===== src/rtl/axis_pkt_gen_pkg.sv =====
// Shared types and constants for the AXI4-Stream packet generator.
package axis_pkt_gen_pkg;

  typedef enum logic [2:0] {
    IDLE,
    HDR0,
    HDR1,
    PAYLOAD,
    GAP
  } state_e;

  localparam logic [63:0] HDR_WORD_0_DEFAULT = 64'hEFBEFECAFECAFECA;
  localparam logic [63:0] HDR_WORD_1_DEFAULT = 64'h00000008EFBEEFBE;

  localparam logic MODE_FIXED = 1'b0;
  localparam logic MODE_RR    = 1'b1;

  // Round-robin successor, wrapping from the last channel back to 0.
  function automatic logic [3:0] next_rr(input logic [3:0] ptr, input int num_channels);
    return (int'(ptr) >= num_channels - 1) ? 4'd0 : ptr + 4'd1;
  endfunction

endpackage


===== src/rtl/axis_pkt_gen_chan_demux.sv =====
// Fans the single registered beat out to one of NC stream ports and returns
// that port's TREADY. Inactive ports drive all-zero TDATA/TSTRB/TLAST.
module axis_pkt_gen_chan_demux #(
  parameter int DW = 64,
  parameter int NC = 5
) (
  input  logic [3:0]         chan,
  input  logic               valid,
  input  logic [DW-1:0]      data,
  input  logic               last,
  output logic [NC*DW-1:0]   m_tdata,
  output logic [NC*DW/8-1:0] m_tstrb,
  output logic [NC-1:0]      m_tvalid,
  output logic [NC-1:0]      m_tlast,
  input  logic [NC-1:0]      m_tready,
  output logic               ready
);

  always_comb begin
    // NOTE: every output gets a default before the loop so no latch is inferred.
    m_tdata  = '0;
    m_tstrb  = '0;
    m_tvalid = '0;
    m_tlast  = '0;
    ready    = 1'b0;
    for (int c = 0; c < NC; c++) begin
      if (chan == 4'(c)) begin
        ready = m_tready[c];
        if (valid) begin
          m_tdata[c*DW +: DW]       = data;
          m_tstrb[c*DW/8 +: DW/8]   = '1;
          m_tvalid[c]               = 1'b1;
          m_tlast[c]                = last;
        end
      end
    end
  end

endmodule


===== src/rtl/axis_pkt_gen.sv =====
// AXI4-Stream packet generator: two header words plus a counting payload,
// sent on a fixed or round-robin channel with a configurable inter-packet gap.
module axis_pkt_gen
  import axis_pkt_gen_pkg::*;
#(
  parameter int          C_M_AXIS_DATA_WIDTH = 64,
  parameter int          NUM_CHANNELS        = 5,
  parameter int          CNT_WIDTH           = 8,
  parameter logic [63:0] HDR_WORD_0          = HDR_WORD_0_DEFAULT,
  parameter logic [63:0] HDR_WORD_1          = HDR_WORD_1_DEFAULT
) (
  input  logic                                           ACLK,
  input  logic                                           ARESETN,
  input  logic                                           cfg_enable,
  input  logic [CNT_WIDTH-1:0]                           cfg_payload_words,
  input  logic [CNT_WIDTH-1:0]                           cfg_gap_cycles,
  input  logic                                           cfg_mode,
  input  logic [3:0]                                     cfg_fixed_chan,
  output logic [NUM_CHANNELS*C_M_AXIS_DATA_WIDTH-1:0]    M_AXIS_TDATA,
  output logic [NUM_CHANNELS*C_M_AXIS_DATA_WIDTH/8-1:0]  M_AXIS_TSTRB,
  output logic [NUM_CHANNELS-1:0]                        M_AXIS_TVALID,
  output logic [NUM_CHANNELS-1:0]                        M_AXIS_TLAST,
  input  logic [NUM_CHANNELS-1:0]                        M_AXIS_TREADY,
  output logic                                           busy,
  output logic [31:0]                                    pkt_count
);

  localparam int DW = C_M_AXIS_DATA_WIDTH;

  state_e               state_q, state_d;
  logic                 valid_q, valid_d;
  logic                 last_q, last_d;
  logic [DW-1:0]        data_q, data_d;
  logic [3:0]           chan_q, chan_d;
  logic [3:0]           rr_ptr_q, rr_ptr_d;
  logic                 mode_q, mode_d;
  logic [CNT_WIDTH-1:0] words_q, words_d;
  logic [CNT_WIDTH-1:0] gap_q, gap_d;
  logic [CNT_WIDTH-1:0] word_cnt_q, word_cnt_d;
  logic [CNT_WIDTH-1:0] gap_cnt_q, gap_cnt_d;
  logic [31:0]          pkt_count_q, pkt_count_d;

  logic                 chan_ready, beat, gap_done, start;
  logic [3:0]           sel_chan;
  logic [CNT_WIDTH-1:0] words_eff;
  logic [DW-1:0]        hdr0_ext, hdr1_ext;

  function automatic logic [DW-1:0] pay_word(input logic [CNT_WIDTH-1:0] cnt);
    return {(DW/8){8'(cnt)}};
  endfunction

  always_comb begin
    hdr0_ext        = '0;
    hdr0_ext[63:0]  = HDR_WORD_0;
    hdr1_ext        = '0;
    hdr1_ext[63:0]  = HDR_WORD_1;
  end

  always_comb begin
    if (cfg_mode == MODE_RR)                       sel_chan = rr_ptr_q;
    else if (int'(cfg_fixed_chan) >= NUM_CHANNELS) sel_chan = 4'd0;
    else                                           sel_chan = cfg_fixed_chan;
  end

  assign words_eff = (cfg_payload_words == '0) ? CNT_WIDTH'(1) : cfg_payload_words;
  assign beat      = valid_q & chan_ready;
  assign gap_done  = (gap_q == '0) || (gap_cnt_q == gap_q - 1'b1);
  // Config is sampled only when leaving IDLE or finishing a gap.
  assign start     = cfg_enable && ((state_q == IDLE) || (state_q == GAP && gap_done));

  always_comb begin
    state_d     = state_q;
    valid_d     = valid_q;
    last_d      = last_q;
    data_d      = data_q;
    chan_d      = chan_q;
    rr_ptr_d    = rr_ptr_q;
    mode_d      = mode_q;
    words_d     = words_q;
    gap_d       = gap_q;
    word_cnt_d  = word_cnt_q;
    gap_cnt_d   = gap_cnt_q;
    pkt_count_d = pkt_count_q;

    case (state_q)
      IDLE: ;
      HDR0: begin
        if (beat) begin
          state_d = HDR1;
          data_d  = hdr1_ext;
        end
      end
      HDR1: begin
        if (beat) begin
          state_d    = PAYLOAD;
          word_cnt_d = '0;
          data_d     = pay_word('0);
          last_d     = (words_q == CNT_WIDTH'(1));
        end
      end
      PAYLOAD: begin
        if (beat) begin
          if (last_q) begin
            state_d     = GAP;
            valid_d     = 1'b0;
            last_d      = 1'b0;
            data_d      = '0;
            gap_cnt_d   = '0;
            pkt_count_d = pkt_count_q + 32'd1;
            if (mode_q == MODE_RR) rr_ptr_d = next_rr(rr_ptr_q, NUM_CHANNELS);
          end else begin
            word_cnt_d = word_cnt_q + 1'b1;
            data_d     = pay_word(word_cnt_q + 1'b1);
            last_d     = ((word_cnt_q + 1'b1) == (words_q - 1'b1));
          end
        end
      end
      GAP: begin
        if (gap_done) state_d = IDLE;
        else          gap_cnt_d = gap_cnt_q + 1'b1;
      end
      default: state_d = IDLE;
    endcase

    if (start) begin
      state_d = HDR0;
      valid_d = 1'b1;
      last_d  = 1'b0;
      data_d  = hdr0_ext;
      chan_d  = sel_chan;
      mode_d  = cfg_mode;
      words_d = words_eff;
      gap_d   = cfg_gap_cycles;
    end
  end

  always_ff @(posedge ACLK or negedge ARESETN) begin
    if (!ARESETN) begin
      state_q     <= IDLE;
      valid_q     <= 1'b0;
      last_q      <= 1'b0;
      data_q      <= '0;
      chan_q      <= '0;
      rr_ptr_q    <= '0;
      mode_q      <= MODE_FIXED;
      words_q     <= '0;
      gap_q       <= '0;
      word_cnt_q  <= '0;
      gap_cnt_q   <= '0;
      pkt_count_q <= '0;
    end else begin
      // NOTE: non-blocking so every register samples the pre-edge values.
      state_q     <= state_d;
      valid_q     <= valid_d;
      last_q      <= last_d;
      data_q      <= data_d;
      chan_q      <= chan_d;
      rr_ptr_q    <= rr_ptr_d;
      mode_q      <= mode_d;
      words_q     <= words_d;
      gap_q       <= gap_d;
      word_cnt_q  <= word_cnt_d;
      gap_cnt_q   <= gap_cnt_d;
      pkt_count_q <= pkt_count_d;
    end
  end

  assign busy      = (state_q != IDLE);
  assign pkt_count = pkt_count_q;

  axis_pkt_gen_chan_demux #(
    .DW (DW),
    .NC (NUM_CHANNELS)
  ) u_demux (
    .chan     (chan_q),
    .valid    (valid_q),
    .data     (data_q),
    .last     (last_q),
    .m_tdata  (M_AXIS_TDATA),
    .m_tstrb  (M_AXIS_TSTRB),
    .m_tvalid (M_AXIS_TVALID),
    .m_tlast  (M_AXIS_TLAST),
    .m_tready (M_AXIS_TREADY),
    .ready    (chan_ready)
  );

endmodule


===== config.mk =====
export PLATFORM = sky130hd
export DESIGN_NAME = axis_pkt_gen
export DESIGN_NICKNAME = d
export VERILOG_FILES = /design/src/rtl/axis_pkt_gen_pkg.sv /design/src/rtl/axis_pkt_gen_chan_demux.sv /design/src/rtl/axis_pkt_gen.sv
export SDC_FILE = /design/constraint.sdc
export NUM_CORES = 1
export LEC_CHECK = 0
export ABC_AREA = 0
export BUFFER_PORTS_ARGS = -buffer_cell sky130_fd_sc_hd__buf_2
export CORE_AREA = 2 2 169 171
export CTS_CLUSTER_SIZE = 25
export DETAILED_ROUTE_END_ITERATION = 12
export DIE_AREA = 0 0 171 173
export PLACE_DENSITY = 0.53
export SLEW_MARGIN = 25
export SYNTH_ARGS = -nofsm -noshare
export SYNTH_HDL_FRONTEND = slang
export SYNTH_HIERARCHICAL = 1
export SYNTH_SLANG_ARGS = --single-unit
export TNS_END_PERCENT = 30

===== constraint.sdc =====
create_clock -name ACLK -period 3.5 [get_ports ACLK]
set_input_delay 0.175 -clock ACLK [delete_from_list [all_inputs] [get_ports ACLK]]
set_output_delay 0.175 -clock ACLK [all_outputs]
set_load 0.005 [all_outputs]

==> summary.txt, run 1 <==
Synth
  • Synth top area cells: dfrtp_1, nor3_1, nor3_2
  • Synth Cell Area: between 7000 and 8000 um2
  • Asr flop ratio synth: 100%
  • Post-synthesis cell type count: 61
  • Top FF cell, synth: dfrtp_1
  • Post-synth EDFFs: 0
  • Sequential area share after synthesis: 32.1%
  • Mapped Nets: 1,024
  • Synth Instances: just under 1,000
  • Register bit total from synthesis: 101
  • Area leader, netlist: dfrtp_1
  • Ys Warns: 6
  • Top-area cell type share of the netlist area: 32.1%
  • Syn_area_per_cell: 7.97 um2

Die
  • Die area: 29,600 um2
  • Die H: 173 um
  • I/O pin count: 432
  • CORE AREA: 27,600 um2
  • Initial Util: 28.5%
  • # rows: 61
  • Die span in x: roughly 170 um

Setup path
  • R2R depth: 10
  • R2r setup slk: 550 ps
  • CP dominant cell by count: buf_4
  • Stages on the worst setup path: 10
  • Cell class contributing the biggest share of worst-path delay: simple AND/OR/NAND/NOR gates
  • Critical Path Fanout Max: 17
  • Crit end category: flop
  • CP cell instances: inv_1 -> ha_1 -> nand2b_1 -> nor4_1 -> o2111ai_2 -> o311ai_4 -> and3_1 -> buf_4 -> buf_4 -> mux2i_1
  • CP bufs+invs: 3
  • Worst Path Arrival: ~3200 ps
  • WP data required: 3780 ps
  • Startpoint types: flop
  • Slowest cell on the critical path: o311ai_4
  • Worst path max stage delay: 550 ps
  • Crit Path Class: flop to flop

Clocking
  • CTS tree: done
  • Total CTS buffers: 9
  • Worst-path clk slew: 70 ps
  • Setup bufs post-CTS: 0
  • Maximum clock path buffer count: 2
  • Clock sink count: 101
  • CTS H-tree depth: 3
  • CTS root buf: clkbuf_16
  • Clk_lat worst skew: between 300 and 400 ps

Placement
  • Final Wtd Congestion: 0.829
  • HPWL Detailed: 25,700 um
  • PortBufs: between 400 and 500

Power and ir drop
  • P per Cell Area: around 800 nW/um2
  • Switching share of power: 55.5%
  • Cell internal pwr: 3.60 mW
  • Switch Pwr: 4.50 mW
  • Sequential power share: 24.1%
  • P_leak: 5.33 nW
  • Maximum vdd ir drop: around 580 uV
  • Combinational share of power: 63.5%
  • Power share of the clock group: 12.3%

Detailed routing
  • DRC errors left: 0
  • DR vias: 8,635
  • Drt first pass iters: 5
  • Final ANT Viol Nets: 0
  • DR WL/cell: 20.2 um
  • Starting DRC count in detailed routing: 704
  • Vias/cell: 5.05
  • Post-Route WL: between 30,000 and 40,000 um

Timing
  • Final worst clock skew: between 7 and 8 ps
  • Clock period minus worst slack: between 2000 and 3000 ps
  • Fin. Hold Viols: 0
  • Fin Hold WS: 44.8 ps
  • Worst slew pin tran: 836 ps
  • Final Max Tran Viols: 0
  • Setup TNS Final: 0 ps
  • RSZ-0062 raised after global routing: false
  • Slew HR: ~44%
  • Final setup vio count: 0
  • F_max: 339 MHz
  • Period utilization: 84.4%

Global routing
  • GR Util All Layers: 22.2%
  • Largest net degree at the start of global routing: 133
  • GRT Residual Overflow: 0
  • First-pass GRT wire length: 50,400 um
  • Vias in the first global route: 7,775
  • Initial antenna violation count: 5

Finish
  • Most common cell after layout, fill and taps aside: buf_2
  • Layout cells sized above 1: 42.5%
  • Most frequent cells in the layout: buf_2, nor3_1, dfrtp_1, inv_1, nor3_2
  • Area delta synth->final: 30.8%
  • Final Core Density: 37.3%
  • Final Net Count: 1,359

Hold path
  • Hold path depth: 2
  • Worst hold path type: primary input to flop

Status
  • Outcome: finished, final reports clean

Flow run
  • Max-cap viol count: 0
cells by family (layout without fill, tap and decap cells):
logic type / Yosys count / count (layout) / synth area share, %
AND/OR/NAND/NOR: 522 / 522 / 37.3
other: 0 / 3 / 0
adder cells (fa/ha/maj): 7 / 7 / 1.11
AO/OA/AOI/OAI: 73 / 73 / 6.59
flip-flops: 101 / 101 / 32.1
buffers and inverters: 202 / 542 / 12.8
XOR/XNOR: 58 / 58 / 6.45
multiplexers: 25 / 25 / 3.64
per-layer routing:
metal | track usage [%] | vias to the layer above | part of all wire, %
met5 | 0 | - | 0.052
met4 | 5.33 | 4 | 2.0
met3 | 5.52 | 39 | 7.8
met2 | 35.2 | 365 | 46
met1 | 30.4 | 4169 | 44
li1 | - | 4058 | -
power by group through the flow:
stage,sequential [mW],clock (mW),combinational [mW]
after CTS,1.96,1.03,5.14
after floorplan,1.78,0,3.69
after global routing,2.02,1.08,5.55
after global placement,1.97,0,5.07
final,1.96,0.999,5.14
after detailed placement,1.98,0,5.12
Yosys cell counts, types with 4 or more instances:
cell type and instances:
buf_2 19, mux2_2 15, buf_4 40, nor3_1 275
buf_6 9, nor3_2 67, buf_1 8, nor2_1 52
and4_1 5, a21o_1 9, and2_1 4, nand3_1 23
dfrtp_1 101, mux2_1 4, nand2b_1 5, a21oi_1 20
o21ai_0 17, nand2_1 49, a22o_1 4, mux2i_1 5
and3_1 4, inv_1 76, or2_2 4, nand4_1 7
xnor2_1 35, or3_1 8, xor2_1 23, ha_1 7
nor4_1 5, clkbuf_1 49
state kept, by name, indices dropped and copies added, names as in the netlist:
name,flops
rr_ptr_q,4
gap_cnt_q,8
words_q,8
last_q,1
gap_q,8
state_q,3
chan_q,4
mode_q,1
pkt_count,32
data_q,23
word_cnt_q,8
valid_q,1
area by class of cell:
| cell class | count | area, um2 |
|---|---|---|
| timing repair buffer | 450 | 2330 |
| fill | 2942 | 17300 |
| clock buffer | 10 | 229 |
| antenna | 3 | 7.51 |
| inverter | 76 | 285 |
| sequential | 101 | 2530 |
| tap | 378 | 473 |
| multi-input combinational | 685 | 4390 |
| clock inverter | 6 | 62.6 |
final timing paths:
check,from,to
worst max-delay path,gap_q[0]$_DFFE_PN0P_,words_q[0]$_DFFE_PN0P_
worst min-delay path,cfg_gap_cycles[7],gap_q[7]$_DFFE_PN0P_
worst max register to register,gap_q[0]$_DFFE_PN0P_,words_q[0]$_DFFE_PN0P_
worst min register to register,pkt_count[31]$_DFFE_PN0P_,pkt_count[31]$_DFFE_PN0P_
max in group asynchronous,ARESETN,chan_q[0]$_DFFE_PN0P_
min in group asynchronous,ARESETN,pkt_count[28]$_DFFE_PN0P_
what timing repair did:
action	CTS	global route
hold buffers	1	0
gates resized for setup	0	0
endpoints found under the hold margin	82	0
worst reg2reg max path, stage by stage, from the launching register on:
cell       delay [ps]
dfrtp_1           430
inv_1              70
ha_1              160
nand2b_1          140
nor4_1            320
o2111ai_2         190
o311ai_4          550
and3_1            300
buf_4             290
buf_4             250
mux2i_1           180
stage by stage:
stage	total power, mW	cell area (um2)	setup WS (ps)	instances
after floorplan	5.46	7880	683	988
after global placement	7.05	10000	621	1689
after detailed placement	7.11	10000	554	1689
after CTS	8.13	10300	512	1706
after global routing	8.66	10300	260	1708
final	8.10	10300	546	1709
Note: power is estimated with default switching activity, not from simulation.
==> run 2, diff against run 1 <==
--- a/config.mk
+++ b/config.mk
@@ -7,11 +7,11 @@
 export LEC_CHECK = 0
 export ABC_AREA = 0
 export BUFFER_PORTS_ARGS = -buffer_cell sky130_fd_sc_hd__buf_2
-export CORE_AREA = 2 2 169 171
+export CORE_AREA = 2 2 167 169
 export CTS_CLUSTER_SIZE = 25
 export DETAILED_ROUTE_END_ITERATION = 12
-export DIE_AREA = 0 0 171 173
-export PLACE_DENSITY = 0.53
+export DIE_AREA = 0 0 169 171
+export PLACE_DENSITY = 0.56
 export SLEW_MARGIN = 25
 export SYNTH_ARGS = -nofsm -noshare
 export SYNTH_HDL_FRONTEND = slang
==> constraint.sdc (replaced) <==
create_clock -name ACLK -period 2.4 [get_ports ACLK]
set_input_delay 0.12 -clock ACLK [delete_from_list [all_inputs] [get_ports ACLK]]
set_output_delay 0.12 -clock ACLK [all_outputs]
set_load 0.005 [all_outputs]
==> run 2 against run 1 <==
Effect of this change:
- the run now ends with setup timing left
- count of clock-buffer cells in the layout up 2
- die area down 2.3%
- setup slack worse by 590 ps
- critical path depth unchanged
- hold slack worse by 25 ps
- critical endpoint is now chan_q[0]$_DFFE_PN0P_
- largest cell class unchanged
- highest routed layer is now met4
==> summary.txt, run 2 (synthesis results as in run 1) <==
Setup path
  • Crit Path Class: flop to flop
  • WP data required: 2630 ps
  • Critical Path Fanout Max: 7
  • Worst Path Arrival: 2680 ps
  • Crit end category: flop
  • Startpoint types: flop

Timing
  • Fin. Hold Viols: 0
  • Fin worst setup slack: -47.4 ps
  • RSZ-0062 raised after global routing: true
  • Clock period minus worst slack: about 2400 ps
  • Final worst clock skew: 8.12 ps
  • Slew HR: 41.5%
  • Worst slew pin tran: 878 ps
  • F_max: 409 MHz
  • Setup TNS Final: -256 ps
  • Final Max Tran Viols: 0
  • Final setup vio count: 13
  • Period utilization: 102%

Global routing
  • Initial antenna violation count: 1
  • GRT Residual Overflow: 0
  • Largest net degree at the start of global routing: 133
  • GR Util All Layers: 22.2%
  • First-pass GRT wire length: 49,000 um
  • Vias in the first global route: 7,649

Die
  • Initial Util: 28.8%
  • I/O pin count: ~430
  • Die area: 28,900 um2
  • CORE AREA: 27,300 um2
  • Die H: 171 um
  • Die span in x: about 170 um
  • # rows: 61

Power and ir drop
  • P_leak: 5.66 nW
  • Maximum vdd ir drop: 1510 uV
  • P per Cell Area: between 1000 and 1500 nW/um2

Clocking
  • Maximum clock path buffer count: 2
  • Clock sink count: 101
  • CTS H-tree depth: 3
  • CTS root buf: clkbuf_16
  • CTS tree: done
  • Total CTS buffers: 9
  • Worst-path clk slew: roughly 70 ps
  • Clk_lat worst skew: 350 ps

Flow run
  • Max-cap viol count: 0

Detailed routing
  • Post-Route WL: 33,600 um
  • Drt first pass iters: 5
  • DR WL/cell: 19.5 um
  • DR vias: 8,844
  • Vias/cell: 5.13
  • Starting DRC count in detailed routing: around 620
  • DRC errors left: 0
  • Final ANT Viol Nets: 0

Status
  • Outcome: finished, violations left
  • Failing checks: setup timing

Finish
  • Non-Filler Instances: 1,725
  • Layout cells sized above 1: 46.0%
  • Max reg flops: 32
  • Fillers: between 2,000 and 3,000
  • Area delta synth->final: 39.6%
  • Most frequent cells in the layout: buf_2, nor3_1, dfrtp_1, inv_1, nor3_2
  • Final Instance Area: 11,000 um2
  • Antenna diodes: 0
  • Final Net Count: approximately 1,400
  • Most common cell after layout, fill and taps aside: buf_2

Placement
  • DP Area: 10,300 um2
  • HPWL Detailed: 25,500 um
  • Final Wtd Congestion: 0.863
  • PortBufs: 431
  • Dpl cells: 1,691

Hold path
  • Worst hold path type: primary input to flop
[run 2: changes by cell type in the layout (fill, tap and decap cells not counted), sizes merged]
cell | previous run | this run
buf | 449 | 490
dlygate4sd3 | 1 | 9
clkbuf | 10 | 14
clkinv | 4 | 1
diode | 3 | 0
clkinvlp | 0 | 1
[run 2: area by class of cell]
class / count / area [um2] / share of cell area, %
clock inverters: 4 / 55.1 / 0.501
well taps: 346 / 433 / 3.94
inverters: 76 / 285 / 2.59
flip-flops and latches: 101 / 2530 / 23.0
multi-input cells: 685 / 4600 / 41.8
repair buffers: 501 / 2840 / 25.8
clock buffers: 12 / 256 / 2.33
[run 2: path summary, 6_finish.rpt]
| check | cells after the start | slack, ps | start | endpoint |
|---|---|---|---|---|
| min in group asynchronous | 2 | 330 | ARESETN | pkt_count[28]$_DFFE_PN0P_ |
| worst max-delay path | 10 | -50 | gap_q[0]$_DFFE_PN0P_ | chan_q[0]$_DFFE_PN0P_ |
| max in group asynchronous | 3 | 1330 | ARESETN | chan_q[0]$_DFFE_PN0P_ |
| worst min-delay path | 2 | 20 | cfg_payload_words[2] | words_q[2]$_DFFE_PN0P_ |
| worst max register to register | 10 | -50 | gap_q[0]$_DFFE_PN0P_ | chan_q[0]$_DFFE_PN0P_ |
| worst min register to register | 1 | 470 | pkt_count[31]$_DFFE_PN0P_ | pkt_count[31]$_DFFE_PN0P_ |
[run 2: worst max-delay path, cell delays in order, from the launching register on]
cell and delay [ps]:
dfrtp_2 440, inv_2 80, ha_4 140, nand2b_4 70, buf_6 120, o211ai_1 260, a31oi_4 150, o311ai_4 330
and3_4 280, buf_12 150, mux2_1 320
[run 2: routing by layer]
metal / global-route usage, % / up-vias / wire length (um)
li1: - / 4164 / -
met1: 31.6 / 4240 / 15200
met2: 33.8 / 405 / 15100
met3: 4.30 / 35 / 2610
met4: 6.69 / 0 / 676
met5: 0 / - / 0
[run 2: what timing repair did]
| action | in CTS | in global routing |
|---|---|---|
| hold endpoints to repair | 56 | 1 |
| setup buffers | 1 | 7 |
| gates cloned | 0 | 1 |
| endpoints found under the setup margin | 64 | 81 |
| gates resized for setup | 13 | 39 |
| hold buffers | 8 | 1 |
| pin swaps | 0 | 10 |
[run 2: per-stage QoR]
stage	utilization, %	hold WS, ps	setup slack, ps	power, mW
after floorplan	-	-176	-217	8.07
after global placement	37.6	202	-36.7	10.5
after detailed placement	37.6	205	-87.6	10.6
after CTS	39.3	3.37	-23.2	12.3
after global routing	40.3	17.0	-149	13.5
final	40.3	19.7	-47.4	12.6
[run 2: power breakdown]
group / switching [mW] / leakage, nW / internal (mW) / total [mW]
logic: 5.43 / 4.20 / 2.81 / 8.24
clock network: 0.647 / 0.149 / 0.872 / 1.52
registers: 0.653 / 1.31 / 2.17 / 2.83
total: 6.73 / 5.66 / 5.86 / 12.6
